[config.mk]
export PLATFORM = sky130hd
export DESIGN_NAME = clock_period_meter
export DESIGN_NICKNAME = d
export VERILOG_FILES = /design/src/rtl/clock_meter_pkg.sv /design/src/rtl/sync_edge_detect.sv /design/src/rtl/clock_period_meter.sv
export SDC_FILE = /design/constraint.sdc
export NUM_CORES = 1
export LEC_CHECK = 0
export ABC_CLOCK_PERIOD_IN_PS = 1800
export CAP_MARGIN = 5
export CORE_MARGIN = 1.5
export CORE_UTILIZATION = 46
export CTS_CLUSTER_SIZE = 14
export DETAILED_ROUTE_END_ITERATION = 8
export PLACE_DENSITY = 0.71
export SYNTH_ARGS = -nofsm -noshare
export SYNTH_HDL_FRONTEND = slang
export SYNTH_SLANG_ARGS = --single-unit
[constraint.sdc]
create_clock -name clk_in -period 1.8 [get_ports clk_in]
set_clock_uncertainty 0.1 [all_clocks]
set_input_delay 0.27 -clock clk_in [delete_from_list [all_inputs] [get_ports clk_in]]
set_output_delay 0.27 -clock clk_in [all_outputs]
set_load 0.01 [all_outputs]
[src/rtl/clock_meter_pkg.sv]
// clock_meter_pkg: FSM state type and counter constants shared by the clock period meter.
package clock_meter_pkg;

    typedef enum logic [1:0] {
        IDLE,
        ARM,
        MEAS,
        DONE
    } meter_state_e;

    localparam int DEF_CNT_W = 16;
    localparam int CNT_MAX   = (1 << DEF_CNT_W) - 1;

endpackage

[src/rtl/sync_edge_detect.sv]
// sync_edge_detect: multi-flop synchronizer for an asynchronous input plus an edge-detect flop,
// producing single-cycle rise and fall pulses in the clk_in domain.
module sync_edge_detect #(
    parameter int STAGES = 2
) (
    input  logic clk_in,
    input  logic reset,
    input  logic sig_in,
    output logic rise,
    output logic fall
);

    logic [STAGES-1:0] sync_q, sync_d;
    logic              prev_q, prev_d;

    always_comb begin
        sync_d = {sync_q[STAGES-2:0], sig_in};
        prev_d = sync_q[STAGES-1];
    end

    always_ff @(posedge clk_in) begin
        if (reset) begin
            sync_q <= '0;
            prev_q <= 1'b0;
        end else begin
            sync_q <= sync_d;
            prev_q <= prev_d;
        end
    end

    assign rise = sync_q[STAGES-1] & ~prev_q;
    assign fall = ~sync_q[STAGES-1] & prev_q;

endmodule

[src/rtl/clock_period_meter.sv]
// clock_period_meter: single-shot measurement of a slow signal's period and high time in clk_in cycles.
// Define DUTY_MEASURE_EN to build the high-time path; without it high_time is tied to 0.
module clock_period_meter
    import clock_meter_pkg::*;
#(
    parameter int CNT_W       = DEF_CNT_W,
    parameter int SYNC_STAGES = 2
) (
    input  logic             clk_in,
    input  logic             reset,
    input  logic             sig_in,
    input  logic             start,
    output logic             busy,
    output logic [CNT_W-1:0] period,
    output logic [CNT_W-1:0] high_time,
    output logic             valid,
    output logic             timeout
);

    localparam logic [CNT_W-1:0] CNT_TOP = '1;

    meter_state_e     state_q, state_d;
    logic [CNT_W-1:0] cnt_q, cnt_d;
    logic [CNT_W-1:0] period_q, period_d;
    logic             rise, fall, at_top;

    sync_edge_detect #(
        .STAGES(SYNC_STAGES)
    ) u_sync (
        .clk_in(clk_in),
        .reset (reset),
        .sig_in(sig_in),
        .rise  (rise),
        .fall  (fall)
    );

`ifdef DUTY_MEASURE_EN
    logic [CNT_W-1:0] high_q, high_d;
    logic [CNT_W-1:0] high_time_q, high_time_d;
    logic             fell_q, fell_d;
    assign high_time = high_time_q;
`else
    logic unused_fall;
    assign unused_fall = fall;
    assign high_time   = '0;
`endif

    assign at_top = (cnt_q == CNT_TOP);

    always_comb begin
        state_d  = state_q;
        cnt_d    = cnt_q;
        period_d = period_q;
        timeout  = 1'b0;
`ifdef DUTY_MEASURE_EN
        high_d      = high_q;
        high_time_d = high_time_q;
        fell_d      = fell_q;
`endif
        case (state_q)
            IDLE: begin
                if (start) begin
                    cnt_d   = '0;
                    state_d = ARM;
                end
            end
            ARM: begin
                if (rise) begin
                    cnt_d   = CNT_W'(1);
                    state_d = MEAS;
`ifdef DUTY_MEASURE_EN
                    fell_d  = 1'b0;
`endif
                end else if (at_top) begin
                    timeout = 1'b1;
                    state_d = IDLE;
                end else begin
                    cnt_d = cnt_q + CNT_W'(1);
                end
            end
            MEAS: begin
                // A terminating rise beats saturation, so a full-scale period still completes.
                if (rise) begin
                    period_d = cnt_q;
                    state_d  = DONE;
`ifdef DUTY_MEASURE_EN
                    high_time_d = fell_q ? high_q : cnt_q;
`endif
                end else if (at_top) begin
                    timeout = 1'b1;
                    state_d = IDLE;
                end else begin
                    cnt_d = cnt_q + CNT_W'(1);
`ifdef DUTY_MEASURE_EN
                    if (fall) begin
                        high_d = cnt_q;
                        fell_d = 1'b1;
                    end
`endif
                end
            end
            default: state_d = IDLE;
        endcase
    end

    always_ff @(posedge clk_in) begin
        if (reset) begin
            state_q  <= IDLE;
            cnt_q    <= '0;
            period_q <= '0;
`ifdef DUTY_MEASURE_EN
            high_q      <= '0;
            high_time_q <= '0;
            fell_q      <= 1'b0;
`endif
        end else begin
            state_q  <= state_d;
            cnt_q    <= cnt_d;
            period_q <= period_d;
`ifdef DUTY_MEASURE_EN
            high_q      <= high_d;
            high_time_q <= high_time_d;
            fell_q      <= fell_d;
`endif
        end
    end

    assign period = period_q;
    assign valid  = (state_q == DONE);
    assign busy   = (state_q == ARM) || (state_q == MEAS);

endmodule
==> qor.txt, run 1 <==
status: finished with violations
failing checks: setup timing
Die Ht: 69.0 µm
GR Util All Layers: 24.3%
final period utilization: 102%
DP Area: 2540 µm²
hold path cells: 2
register area share after synthesis: 37.0%
Worst-path clk slew: 0.07 ns
Async SR Flop Fraction: 0%
Synth area leader: dfxtp_1
final hold viol count: 0
Syn. warnings: 0
Worst Path Buf+Inv: 4
# clock sinks: 37
Syn Std Cell Area: 2000 µm²
min-delay src: period[12]
highest-count cells in the layout ignoring fill and taps: buf_4 (48), nand2_1 (40), dfxtp_1 (32), a21oi_1 (25), clkdlybuf4s50_1 (19)
Area Growth Syn to Fin: 41.2%
Avg Vias per Cell: 5.59
Slowest-stage cell, CP: dfxtp_2
H-tree lvl count: 2
CTS tree: yes
post-route worst setup slack: -0.0337 ns
average size of a mapped cell: 8.24 µm²
first-pass GRT wire length: 8470 µm
cell family with most CP delay: buffers and inverters
IO Count: 39
Hold WC Path Type: reg2reg
final-report setup violation count: 1
share of cells above drive strength 1: 30.8%
Initial DRC Count: 110
R2R setup slack: -0.03 ns
Place WS: -0.238 ns
Die Span X: 69.0 µm
IO Port Bufs: 22
Row Count: 23
RSZ-0062 raised after global routing: true
crit path from: state_q[1]
register area: 747 µm²
EDFF count, synth: 0
DRT Wirelength: 5430 µm
hold_buf cts: 0
wire per inst: 15.0 µm
drc violations: 0
routability cong.: 0.905
net count reported at finish: 320
total CTS buffers: 5
MaxCap Viol Count: 0
initial antenna violation count: 0
crit-path max cell delay: 0.33 ns
CP Cell Sequence: buf_6, ha_4, nand3b_1, nand4_1, buf_6, buf_4, buf_4, o31ai_2, a21oi_2
Arr. time, crit path: 1.91 ns
Synth area leaders: dfxtp_1 (37%), nand2_1 (7.5%), a21oi_1 (6.8%)
CTS root buffer: clkbuf_8
core area: 4090 µm²
fillcell total: 341
count of cell types in the netlist: 45
die area: 4760 µm²
Mapped Cells: 243
grt total ovfl: 0
n_diodes: 0
antenna-violating nets left: 0
Crit. End Element: flip-flop
Seq cells post-synth: 37
Clock Latency Late Sink: 0.30 ns
CP max FO: 7
Primary FF master, synth: dfxtp_1
WHS Endpoint: period[12]
worst reg2reg path startpoint: state_q[1]
TritonRoute pass-1 iters: 4
commonest non-fill, non-tap cell in the layout: buf_4
P_leak: 1.04 nW
Worst setup SP type: flip-flop
Starting Density: 49.0%
fin. max-slew vios: 0
cells on worst reg2reg path: 9
Period minus WS final: 1.83 ns
final instance area: 2830 µm²
total power per unit cell area: 622 nW/µm²
Vias: 2024
Post-Route Setup TNS: -0.0337 ns
vias in the first global route: 1804
HPWL Detailed: 3790 µm
multi-input logic area: 1260 µm²
post-synth top area share: 37.0%
Crit Path Class: reg2reg
Max Clk Rate: 545 MHz
largest net degree at the start of global routing: 19
end of the worst register-to-register path: cnt_q[4]
VDD IR max: 571 µV
Clock Tree Buf Depth: 2
Critical Path RT: 1.88 ns
## kinds of logic after synthesis
logic type | count (synthesis) | synth area share (%)
adder cells (fa/ha/maj) | 5 | 3.13
AO/OA/AOI/OAI | 58 | 18.3
flip-flops | 37 | 37.0
other | 1 | 0.187
buffers and inverters | 34 | 9.69
multiplexers | 1 | 0.500
AND/OR/NAND/NOR | 107 | 31.2
## power by group
part | switching, W | total, W | internal (W)
clock network | 0.000304 | 0.000756 | 0.000452
logic | 0.000104 | 0.000172 | 0.0000681
registers | 0.00000415 | 0.000829 | 0.000825
total | 0.000412 | 0.00176 | 0.00134
## per-layer routing
metal,vias to the layer above,global-route usage (%),part of all wire (%)
met5,-,0,0
met4,0,8.33,1.9
met3,10,5.03,5.0
met2,59,41.7,50
met1,965,30.2,43
li1,990,-,-
## per-stage QoR
stage               std cells  hold WS (ns)  util [%]  total power, W
global route              362         0.381      69.2         0.00180
CTS                       361         0.356      66.7         0.00174
floorplan                 258         0.242         -        0.000960
finish                    362         0.355      69.2         0.00176
detailed placement        351         0.336      62.3         0.00100
global placement          351         0.327      62.3        0.000996
## worst register-to-register path, delay by kind of cell, from the launching register on
kind / cells / cell delay [ns]
DFF: 1 / 0.33
adders and majority gates: 1 / 0.15
and+or+nand+nor: 2 / 0.29
AOI/OAI and AO/OA: 2 / 0.32
buffers and inverters: 4 / 0.52
## timing repair
| action | 4_1_cts | 5_1_grt |
|---|---|---|
| gates resized for setup | 17 | 23 |
| buffers inserted | 3 | 1 |
| setup endpoints to repair | 11 | 21 |
| pin swaps | 6 | 8 |
## registers in the layout (all words and copies together) (netlist names)
register	flops
state_q	2
period	16
u_sync.prev_q	1
u_sync.sync_q	2
cnt_q	16
## cell type report
type	count	share of cell area, %
Multi-Input combinational cell	187	44.5
Timing Repair Buffer	74	21.9
Inverter	6	0.797
Sequential cell	37	26.4
Tap cell	50	2.21
Clock inverter	1	1.06
Clock buffer	7	3.05
## Yosys cell counts, types with 5 or more instances
cell      number
nand2_1       40
dfxtp_1       37
a21oi_1       27
buf_4         16
nand3_1       10
nor2_1         7
o31ai_1        7
inv_1          6
nor4_1         6
buf_2          5
clkbuf_1       5
ha_1           5
nor2b_1        5
nor3_1         5
## worst max path at each step
stage / slack [ns] / cells after the start / to
2_1_floorplan: 0.02 / 8 / cnt_q[11]
3_3_place_gp: -0.17 / 5 / cnt_q[10]
3_5_place_dp: -0.24 / 5 / cnt_q[4]
4_1_cts: -0.07 / 6 / cnt_q[4]
5_1_grt: -0.13 / 7 / cnt_q[11]
6_report: -0.03 / 9 / cnt_q[4]
Power figures use the tool's default switching activity.
==> run 2, diff against run 1 <==
--- a/config.mk
+++ b/config.mk
@@ -12,6 +12,7 @@
 export CTS_CLUSTER_SIZE = 14
 export DETAILED_ROUTE_END_ITERATION = 8
 export PLACE_DENSITY = 0.71
+export SKIP_CTS_REPAIR_TIMING = 1
 export SYNTH_ARGS = -nofsm -noshare
 export SYNTH_HDL_FRONTEND = slang
 export SYNTH_SLANG_ARGS = --single-unit
==> qor.txt, run 2 (synthesis results as in run 1) <==
status: finished with violations
failing checks: setup timing
Int Pwr: 0.00135 W (+0.14%)
CP Cell Sequence: inv_2, ha_2, nand3b_1, nand4_1, buf_6, or4_4, a21oi_2
Max Clk Rate: 547 MHz (+0.24%)
share of cells above drive strength 1: 31.0% (+0.22 points)
Vias: 2029 (+0.25%)
# clock sinks: 37 (unchanged)
DRT Wirelength: 5350 µm (-1.6%)
total CTS buffers: 5 (unchanged)
net switching power figure: 0.000404 W (-2.1%)
Clock Tree Buf Depth: 2 (unchanged)
Die Span X: 69.0 µm (unchanged)
Clock Latency Late Sink: 0.29 ns (about the same)
fin. max-slew vios: 0 (unchanged)
core area: 4090 µm² (unchanged)
H-tree lvl count: 2 (unchanged)
final hold viol count: 0 (unchanged)
Row Count: 23 (unchanged)
Cells after DPL: 351 (unchanged)
final period utilization: 102% (-0.24 points)
antenna-violating nets left: 0 (unchanged)
CTS root buffer: clkbuf_8
commonest non-fill, non-tap cell in the layout: buf_4
TritonRoute pass-1 iters: 4 (unchanged)
Arr. time, crit path: 1.95 ns (+0.04 ns)
Worst-path clk slew: 0.08 ns (about the same)
Worst Path Buf+Inv: 2 (-2)
Die Ht: 69.0 µm (unchanged)
Period minus WS final: 1.83 ns (-0.00430 ns)
switching share of power: 23.1% (-0.40 points)
net count reported at finish: 321 (+0.31%)
routability cong.: 0.905 (unchanged)
final instance area: 2870 µm² (+1.4%)
Clk pwr share: 42.8% (-0.2 points)
grt total ovfl: 0 (unchanged)
MaxCap Viol Count: 0 (unchanged)
Crit. End Element: flip-flop
GR Util All Layers: 23.2% (-1.1 points)
P_leak: 1.10 nW (+6.0%)
IO Count: 39 (unchanged)
Crit Path Class: reg2reg
Initial DRC Count: 81 (-26%)
final-report setup violation count: 4 (+3)
CTS tree: yes
IO Port Bufs: 22 (unchanged)
largest net degree at the start of global routing: 19 (unchanged)
Sequential Power Share: 47.4% (+0.2 points)
vias in the first global route: 1775 (-1.6%)
Worst setup SP type: flip-flop
Area Growth Syn to Fin: 43.2%
drc violations: 0 (unchanged)
total power per unit cell area: 611 nW/µm² (-1.8%)
highest-count cells in the layout ignoring fill and taps: buf_4 (48), nand2_1 (40), dfxtp_1 (34), a21oi_1 (24), clkdlybuf4s50_1 (19)
RSZ-0062 raised after global routing: true
Avg Vias per Cell: 5.59 (about the same)
wire per inst: 14.7 µm (-1.9%)
Finished Layout Cells: 363 (+0.28%)
CP max FO: 7 (unchanged)
Starting Density: 49.0% (unchanged)
Critical Path RT: 1.93 ns (+0.05 ns)
post-route worst setup slack: -0.0294 ns (+0.00430 ns)
VDD IR max: 572 µV (+0.12%)
Hold WC Path Type: reg2reg
initial antenna violation count: 0 (unchanged)
die area: 4760 µm² (unchanged)
n_diodes: 0 (unchanged)
first-pass GRT wire length: 8110 µm (-4.3%)
HPWL Detailed: 3790 µm (unchanged)
part of the power in combinational logic: 9.8% (about the same)
DP Area: 2540 µm² (unchanged)
Slowest-stage cell, CP: or4_4
crit-path max cell delay: 0.47 ns (+0.14 ns)
cell family with most CP delay: simple AND/OR/NAND/NOR gates
run 2: cell types whose count changed in the layout (fill, tap and decap cells not counted), moves of 2 or more:
cell,previous run,this run
dfxtp_1,32,34
dfxtp_2,5,3
dlymetal6s2s_1,0,3
ha_2,0,2
ha_4,4,1
run 2: path summary, 6_finish.rpt:
check	slack (ns)	start	endpoint	cells after the start
max	-0.03	state_q[0]	cnt_q[4]	7
min reg2reg	0.35	period[12]	period[12]	2
min	0.35	period[12]	period[12]	2
max reg2reg	-0.03	state_q[0]	cnt_q[4]	7
run 2: per-layer routing:
metal | vias up | track usage, % | wire [µm]
li1 | 988 | - | -
met4 | 0 | 8.33 | 108
met3 | 12 | 5.03 | 350
met1 | 958 | 28.9 | 2220
met5 | - | 0 | 0
met2 | 71 | 39.3 | 2670
run 2: stage by stage:
stage / total power [W] / hold slack [ns] / util [%] / setup slack, ns / TNS, ns
2_1_floorplan: 0.000960 / 0.242 / - / 0.0208 / 0
3_3_place_gp: 0.000996 / 0.327 / 62.3 / -0.170 / -1.60
3_5_place_dp: 0.00100 / 0.336 / 62.3 / -0.238 / -2.08
4_1_cts: 0.00174 / 0.356 / 65.1 / -0.437 / -1.33
5_1_grt: 0.00180 / 0.381 / 70.1 / -0.100 / -0.423
6_report: 0.00175 / 0.355 / 70.1 / -0.0294 / -0.0786
run 2: worst register-to-register path: stages (launching register included):
cell and delay [ns]:
dfxtp_2 0.34, inv_2 0.04, ha_2 0.18, nand3b_1 0.21, nand4_1 0.15, buf_6 0.16
or4_4 0.47, a21oi_2 0.12
run 2: area by class of cell:
class / count / area [µm²]
fill: 333 / 1220
tap: 50 / 62.6
clock buffer: 7 / 86.3
inverter: 6 / 22.5
clock inverter: 1 / 30.0
multi-input combinational: 187 / 1280
sequential: 37 / 744
timing repair buffer: 75 / 644
run 2: power groups by stage:
| stage | logic [W] | registers, W | clock network (W) |
|---|---|---|---|
| floorplan | 0.000112 | 0.000848 | 0 |
| global placement | 0.000150 | 0.000847 | 0 |
| detailed placement | 0.000153 | 0.000847 | 0 |
| CTS | 0.000154 | 0.000828 | 0.000758 |
| global route | 0.000186 | 0.000829 | 0.000787 |
| finish | 0.000171 | 0.000829 | 0.000750 |
==> run 3, diff against run 2 <==
--- a/config.mk
+++ b/config.mk
@@ -6,7 +6,7 @@
 export NUM_CORES = 1
 export LEC_CHECK = 0
 export ABC_CLOCK_PERIOD_IN_PS = 1800
-export CAP_MARGIN = 5
+export CAP_MARGIN = 0
 export CORE_MARGIN = 1.5
 export CORE_UTILIZATION = 46
 export CTS_CLUSTER_SIZE = 14
==> results of run 3 <==
Same layout as run 2: the final DEF is identical, and so are final timing and power.
